## src/rtl/cond_flag_unit_if.sv

```systemverilog
// Controller-to-conditional-stage bundle: ungated instruction strobes in, squash-gated strobes out.
interface cond_flag_unit_if;
  logic       ctrl_valid;
  logic [3:0] Cond;
  logic [3:0] ALUFlags;
  logic [1:0] FlagW;
  logic       PCSrc;
  logic       RegWrite;
  logic       MemWrite;
  logic       BX_ctrl;
  logic       PCSrcG;
  logic       RegWriteG;
  logic       MemWriteG;
  logic       BXG;

  modport master (
    output ctrl_valid, Cond, ALUFlags, FlagW, PCSrc, RegWrite, MemWrite, BX_ctrl,
    input  PCSrcG, RegWriteG, MemWriteG, BXG
  );

  modport slave (
    input  ctrl_valid, Cond, ALUFlags, FlagW, PCSrc, RegWrite, MemWrite, BX_ctrl,
    output PCSrcG, RegWriteG, MemWriteG, BXG
  );
endinterface

```

## src/rtl/cond_flag_unit.sv

```systemverilog
// Conditional-execution stage: NZCV flag register, condition check and strobe squashing.
// Optional saturating execute/squash statistics counters are enabled with `define COND_STATS_EN.
module cond_flag_unit #(
  parameter logic [3:0] FLAG_RST = 4'b0000,
  parameter int         CNT_W    = 16
) (
  input  logic                 clk,
  input  logic                 RESET,
  cond_flag_unit_if.slave      ctrl,
  output logic                 CondEx,
  output logic [3:0]           Flags,
  output logic                 squash_q,
  output logic [CNT_W-1:0]     exec_cnt,
  output logic [CNT_W-1:0]     squash_cnt
);

  logic flag_n;
  logic flag_z;
  logic flag_c;
  logic flag_v;
  logic ge;
  logic issue;

  assign flag_n = Flags[3];
  assign flag_z = Flags[2];
  assign flag_c = Flags[1];
  assign flag_v = Flags[0];
  assign ge     = (flag_n == flag_v);

  // Condition is always judged against the flags held before this instruction's own update.
  always_comb begin
    CondEx = 1'b0;
    case (ctrl.Cond)
      4'b0000: CondEx = flag_z;
      4'b0001: CondEx = !flag_z;
      4'b0010: CondEx = flag_c;
      4'b0011: CondEx = !flag_c;
      4'b0100: CondEx = flag_n;
      4'b0101: CondEx = !flag_n;
      4'b0110: CondEx = flag_v;
      4'b0111: CondEx = !flag_v;
      4'b1000: CondEx = flag_c && !flag_z;
      4'b1001: CondEx = !flag_c || flag_z;
      4'b1010: CondEx = ge;
      4'b1011: CondEx = !ge;
      4'b1100: CondEx = !flag_z && ge;
      4'b1101: CondEx = flag_z || !ge;
      4'b1110: CondEx = 1'b1;
      default: CondEx = 1'b0;
    endcase
  end

  assign issue = ctrl.ctrl_valid && CondEx;

  assign ctrl.PCSrcG    = ctrl.PCSrc    && issue;
  assign ctrl.RegWriteG = ctrl.RegWrite && issue;
  assign ctrl.MemWriteG = ctrl.MemWrite && issue;
  assign ctrl.BXG       = ctrl.BX_ctrl  && issue;

  always_ff @(posedge clk or negedge RESET) begin
    if (!RESET) begin
      Flags <= FLAG_RST;
    end else if (issue) begin
      if (ctrl.FlagW[1]) Flags[3:2] <= ctrl.ALUFlags[3:2];
      if (ctrl.FlagW[0]) Flags[1:0] <= ctrl.ALUFlags[1:0];
    end
  end

  always_ff @(posedge clk or negedge RESET) begin
    if (!RESET) begin
      squash_q <= 1'b0;
    end else if (ctrl.ctrl_valid) begin
      squash_q <= !CondEx;
    end
  end

`ifdef COND_STATS_EN
  // Counters stick at all-ones so a long run never reports a misleadingly small count.
  always_ff @(posedge clk or negedge RESET) begin
    if (!RESET) begin
      exec_cnt   <= '0;
      squash_cnt <= '0;
    end else if (ctrl.ctrl_valid) begin
      if (CondEx && (exec_cnt != '1))
        exec_cnt <= exec_cnt + CNT_W'(1);
      if (!CondEx && (squash_cnt != '1))
        squash_cnt <= squash_cnt + CNT_W'(1);
    end
  end
`else
  assign exec_cnt   = '0;
  assign squash_cnt = '0;
`endif

endmodule

```

## src/flat_wrapper.sv

```systemverilog
// flat-port wrapper written by rule: the top's interface ports become plain ports
module cond_flag_unit_flat 
#(
  parameter logic [3:0] FLAG_RST = 4'b0000,
  parameter int         CNT_W    = 16
)
  (clk, RESET, CondEx, Flags, squash_q, exec_cnt, squash_cnt, ctrl_ctrl_valid, ctrl_Cond, ctrl_ALUFlags, ctrl_FlagW, ctrl_PCSrc, ctrl_RegWrite, ctrl_MemWrite, ctrl_BX_ctrl, ctrl_PCSrcG, ctrl_RegWriteG, ctrl_MemWriteG, ctrl_BXG);
  cond_flag_unit_if ctrl_i ();
  input  logic clk;
  input  logic RESET;
  output logic CondEx;
  output logic [3:0] Flags;
  output logic squash_q;
  output logic [CNT_W-1:0] exec_cnt;
  output logic [CNT_W-1:0] squash_cnt;
  input wire logic [$bits(ctrl_i.ctrl_valid)-1:0] ctrl_ctrl_valid;
  input wire logic [$bits(ctrl_i.Cond)-1:0] ctrl_Cond;
  input wire logic [$bits(ctrl_i.ALUFlags)-1:0] ctrl_ALUFlags;
  input wire logic [$bits(ctrl_i.FlagW)-1:0] ctrl_FlagW;
  input wire logic [$bits(ctrl_i.PCSrc)-1:0] ctrl_PCSrc;
  input wire logic [$bits(ctrl_i.RegWrite)-1:0] ctrl_RegWrite;
  input wire logic [$bits(ctrl_i.MemWrite)-1:0] ctrl_MemWrite;
  input wire logic [$bits(ctrl_i.BX_ctrl)-1:0] ctrl_BX_ctrl;
  output wire logic [$bits(ctrl_i.PCSrcG)-1:0] ctrl_PCSrcG;
  output wire logic [$bits(ctrl_i.RegWriteG)-1:0] ctrl_RegWriteG;
  output wire logic [$bits(ctrl_i.MemWriteG)-1:0] ctrl_MemWriteG;
  output wire logic [$bits(ctrl_i.BXG)-1:0] ctrl_BXG;
  assign ctrl_i.ctrl_valid = ctrl_ctrl_valid;
  assign ctrl_i.Cond = ctrl_Cond;
  assign ctrl_i.ALUFlags = ctrl_ALUFlags;
  assign ctrl_i.FlagW = ctrl_FlagW;
  assign ctrl_i.PCSrc = ctrl_PCSrc;
  assign ctrl_i.RegWrite = ctrl_RegWrite;
  assign ctrl_i.MemWrite = ctrl_MemWrite;
  assign ctrl_i.BX_ctrl = ctrl_BX_ctrl;
  assign ctrl_PCSrcG = ctrl_i.PCSrcG;
  assign ctrl_RegWriteG = ctrl_i.RegWriteG;
  assign ctrl_MemWriteG = ctrl_i.MemWriteG;
  assign ctrl_BXG = ctrl_i.BXG;
  cond_flag_unit #(.FLAG_RST(FLAG_RST), .CNT_W(CNT_W)) u_core (.clk(clk), .RESET(RESET), .ctrl(ctrl_i), .CondEx(CondEx), .Flags(Flags), .squash_q(squash_q), .exec_cnt(exec_cnt), .squash_cnt(squash_cnt));
endmodule
```

## config.mk

```make
export PLATFORM = sky130hd
export DESIGN_NAME = cond_flag_unit_flat
export DESIGN_NICKNAME = d
export VERILOG_FILES = /design/src/rtl/cond_flag_unit_if.sv /design/src/rtl/cond_flag_unit.sv /design/src/flat_wrapper.sv
export SDC_FILE = /design/constraint.sdc
export NUM_CORES = 1
export LEC_CHECK = 0
export CORE_UTILIZATION = 24
export CTS_CLUSTER_SIZE = 30
export DETAILED_ROUTE_END_ITERATION = 12
export GPL_TIMING_DRIVEN = 0
export HOLD_SLACK_MARGIN = 0.05
export PLACE_DENSITY = 0.67
export SYNTH_ARGS = -nofsm -noshare
export SYNTH_HDL_FRONTEND = slang
export SYNTH_SLANG_ARGS = --single-unit
```

## constraint.sdc

```tcl
create_clock -name clk -period 2.4 [get_ports clk]
set_input_delay 0.48 -clock clk [delete_from_list [all_inputs] [get_ports clk]]
set_output_delay 0.48 -clock clk [all_outputs]
set_load 0.05 [all_outputs]
```

---- Word-level counts from Yosys, hierarchy flattened ----
Cells that the tools add are included.
W data, S select, Z words.
cells by class
  eq/ne operators ......................... 15
  multiplexer cells ....................... 1
  reductions and logical operators ........ 18
operator list
  cell                  count
  $eq A4 B4 Y1 const B  7
  $eq A4 B3 Y1 const B  4
  $pmux W1 S15          1
  $eq A4 B2 Y1 const B  2
  $logic_and A1 B1 Y1   7
  $logic_not A1 Y1      6
  $eq A4 B1 Y1 const B  1
  $logic_not A4 Y1      1
  $reduce_and A2 Y1     2
  $logic_or A1 B1 Y1    2
  $eq A1 B1 Y1          1
word-level totals
  word-level logic and storage cells ...... 37
  register bits after elaboration ......... 5

---- Logic depth before layout (Yosys ltp) ----
  depth after elaboration ................. 6
  mapped depth ............................ 8

---- Least setup slack after synthesis ----
OpenSTA, ideal clock, no wires.
  path kind ............................... register to output
  start ................................... register u_core.Flags[3]
  end ..................................... output ctrl_BXG
  buffers on the path ..................... 1
  slack ................................... -0.263 ns
  cell stages (with the launch flop) ...... 7
  arrival ................................. 2.183 ns
  required time ........................... 1.920 ns
  cells stage by stage .................... dfrtp_1 -> xnor2_1 -> mux2i_1 -> a311oi_1 -> or4_1 -> buf_6 -> and3_1
between the ends
  cells in the longest elaborated chain, start to end .. 6
  elaborated cells between the ends (all ways) .. 8
  those cells by class .................... eq/ne: 1; mux: 1; reduce/logical: 6
ends and longest elaborated chain
  item                    RTL line                                    text
  start, declared         cond_flag_unit.sv:11                        output logic [3:0] Flags,
  start signal, assigned  cond_flag_unit.sv:64                        if (ctrl.FlagW[1]) Flags[3:2] <= ctrl.ALUFlags[3:2];
  $eq A1 B1 Y1            cond_flag_unit.sv:28                        assign ge = (flag_n == flag_v);
  $logic_not A1 Y1        cond_flag_unit.sv:45, cond_flag_unit.sv:47
  $logic_or A1 B1 Y1      cond_flag_unit.sv:47                        4'b1101: CondEx = flag_z || !ge;
  $pmux W1 S15 *          cond_flag_unit.sv:33                        case (ctrl.Cond)
  named net CondEx        flat_wrapper.sv:11                          output logic CondEx;
  $logic_and A1 B1 Y1 *   cond_flag_unit.sv:53                        assign issue = ctrl.ctrl_valid && CondEx;
  $logic_and A1 B1 Y1 *   cond_flag_unit.sv:58                        assign ctrl.BXG = ctrl.BX_ctrl && issue;
  end, declared           flat_wrapper.sv:27                          output wire logic [$bits(ctrl_i.BXG)-1:0] ctrl_BXG;
The timed path passes the listed nets; every way through them passes the cells marked *.

---- Worst setup path in the final report ----
  start ................................... register u_core.Flags[0]
  end ..................................... output ctrl_RegWriteG
between the ends
  cells in the longest elaborated chain, start to end .. 6
  elaborated cells between the ends (all ways) .. 8
  those cells by class .................... eq/ne: 1; mux: 1; reduce/logical: 6
ends and longest elaborated chain
  item                    RTL line                                    text
  start signal, assigned  cond_flag_unit.sv:65                        if (ctrl.FlagW[0]) Flags[1:0] <= ctrl.ALUFlags[1:0];
  $eq A1 B1 Y1            cond_flag_unit.sv:28
  $logic_not A1 Y1        cond_flag_unit.sv:45, cond_flag_unit.sv:47
  $logic_or A1 B1 Y1      cond_flag_unit.sv:47
  $pmux W1 S15 *          cond_flag_unit.sv:33
  $logic_and A1 B1 Y1 *   cond_flag_unit.sv:53
  $logic_and A1 B1 Y1 *   cond_flag_unit.sv:56                        assign ctrl.RegWriteG = ctrl.RegWrite && issue;
  end, declared           flat_wrapper.sv:25                          output wire logic [$bits(ctrl_i.RegWriteG)-1:0] ctrl_RegWriteG;
Mark *: on every way between the ends. The rest lies on a longest branch, timed or not.

==> flow_summary.yaml <==
outcome:
  status: "finished with violations"
  violations: "negative setup slack"
layout:
  register_area_um2: 128
  final_cell_count_no_fill: 178
  nFillCells: 267
  multi_input_area_um2: 459
  drive_above_1_share: 0.456
  nets: 165
  area_delta_synth_final_pct: 82.3
  final_cell_mix: "buf_4 (38), conb_1 (32), clkdlybuf4s50_1 (17)"
  diodes: 0
  layout_commonest_cell: "buf_4"
logic_synthesis:
  syn_inst: 81
  synth_warnings: 0
  yosys-top-cells-area: "buf_4 (35%), dfrtp_1 (18%), and3_1 (4.6%), mux2_4 (4.4%), xor2_1 (3.8%)"
  syn-cell-area_um2: 687
  ys_seq_area_frac: 0.182
  synth_area_per_cell_um2: 8.48
  netlist.area_leader.share: 0.350
  netlist-cell-type-count: 27
  yosys.area.top_type: "buf_4"
  ys_seq_elements: 5
drt:
  num_vias: 678
  first_iter_violations: 2
  wirelength_mm: 1.65
  via_per_inst: 3.81
  firstDrtPassIters: 2
  drc_errors: 0
  detail-route-antenna-nets: 0
  wl_per_cell_um: 9.26
global_routing:
  grt_first_pass_wirelength_mm: 2.77
  first_global_vias: 673
  grt_remaining_overflow: 0
  antenna_found_initial: 0
  grt_start_max_net_pins: 11
  grt.total_usage: 0.114
flow_run:
  max-cap-violations: 0
sta:
  maxSlewViolCount: 0
  rsz0062_at_grt: "yes"
  max-slew-margin-rel: 0.661
  setup_violations: 5
  hold_ws_ns: 0.460
  post-route-period-util: 1.08
  finalSetupTns_ns: -0.903
  finalHoldViolCount: 0
  clock_skew_ns: 0.00316
  tightest_slew_ns: 0.507
  fin_crit_ns: 2.60
  max_freq_mhz: 385
  worst_slack_ns: -0.197
worst_hold_path:
  hp-class: "input port to asynchronous set/reset pin"
floorplanning:
  die_w_um: 55.5
  core_um2: 2730
  die_area_um2: 3080
  ios: 59
  initial_utilization: 0.251
  num_rows: 19
  die_y_um: 55.5
critical_path:
  required_ns: 1.92
  crit_fanout: 6
  crit_arrival_ns: 2.12
  setup.worst_path.start_class: "register"
  crit_path_end_kind: "output pin"
  crit_type: "register to output pin"
clock_tree:
  htree_num_levels: 1
  clock_sinks: 5
  clk_pin_slew_ns: 0.04
  insertion_delay_ns: 0.24
  numCtsBuffers: 3
  cts-root-buf: "clkbuf_4"
  cts_tree: "built"
  cts_hold_buffers: 0
  clk_path_buf_depth: 2
place:
  port_buffers: 24
  pre_cts_slack_ns: -1.16
  place_inst: 167
  routabilityCongestion: 0.629
pwr:
  p_leak_nw: 0.653
  vdd_drop_max_uv: 601
  power.density_nw_per_um2: 935
  finalPower_mw: 1.17
[cell families (layout without fill, tap and decap cells)]
| kind of cell | after synthesis | after routing | share of synthesized area |
|---|---|---|---|
| buffers and inverters | 38 | 73 | 0.399 |
| and+or+nand+nor | 19 | 19 | 0.188 |
| AOI/OAI and AO/OA | 8 | 8 | 0.0692 |
| muxes | 6 | 6 | 0.106 |
| DFF | 5 | 5 | 0.182 |
| xor gates and xnor gates | 4 | 4 | 0.0510 |
| other | 1 | 32 | 0.00546 |
[area by class of cell]
type                            count  share of cell area
Multi-Input combinational cell     69               0.367
Clock buffer                        4              0.0210
Buffer                             35               0.209
Tap cell                           31              0.0310
Sequential cell                     5               0.102
Timing Repair Buffer               32               0.265
Inverter                            2             0.00599
[sequential cells by signal, summed over array words and instances (netlist names)]
register         cells
u_core.Flags         4
u_core.squash_q      1
[metal layers]
| metal | up-vias | part of all wire | track usage |
|---|---|---|---|
| met5 | - | 0 | 0 |
| met1 | 283 | 0.30 | 0.0974 |
| met3 | 6 | 0.11 | 0.0328 |
| met2 | 46 | 0.56 | 0.217 |
| li1 | 343 | - | - |
| met4 | 0 | 0.029 | 0.0857 |
[worst paths after layout]
| check | depth (start not counted) | startpoint | slack (ns) | to |
|---|---|---|---|---|
| setup / recovery | 7 | u_core.Flags[0] | -0.20 | ctrl_RegWriteG |
| hold / removal | 1 | RESET | 0.46 | u_core.Flags[2] |
| setup reg to reg | 8 | u_core.Flags[0] | 0.18 | u_core.Flags[1] |
| hold reg to reg | 2 | u_core.squash_q | 0.52 | u_core.squash_q |
| max in group asynchronous | 1 | RESET | 1.73 | u_core.Flags[0] |
| min in group clk | 2 | u_core.squash_q | 0.52 | u_core.squash_q |
[cells in the mapped netlist, drive strengths merged]
master	instances
and3	5
conb	1
xnor2	1
nand2	2
nor2	1
a21oi	3
nand4b	1
a31oi	1
nand3b	1
a311oi	1
dfrtp	5
nor3	1
o21ai	2
buf	36
inv	2
o31ai	1
mux2i	2
nor3b	3
nor4bb	1
or4	1
nand3	3
mux2	4
xor2	3
[repair_timing]
item / 4_1_cts / 5_1_grt
setup endpoints to repair: 9 / 9
setup buffers: 7 / 2
resized for setup: 49 / 7
pin swaps: 7 / 5
[worst max-delay path, stage by stage, from the launching register on]
cell	delay, ns
dfrtp_2	0.42
buf_6	0.13
xor2_2	0.17
o21ai_1	0.14
a31oi_1	0.06
or4_4	0.59
and3_4	0.22
buf_8	0.14
[report_power, final]
group | total [mW] | switching (mW) | internal (mW)
clock network | 0.0956 | 0.0329 | 0.0628
registers | 0.192 | 0.0611 | 0.131
logic | 0.883 | 0.505 | 0.378
[through the flow]
stage | area (um^2) | utilization
after global placement | 1100 | 0.404
after global routing | 1250 | 0.458
after CTS | 1230 | 0.449
after detailed placement | 1100 | 0.404
after floorplan | 826 | -
final | 1250 | 0.458
Power figures use the tool's default switching activity.
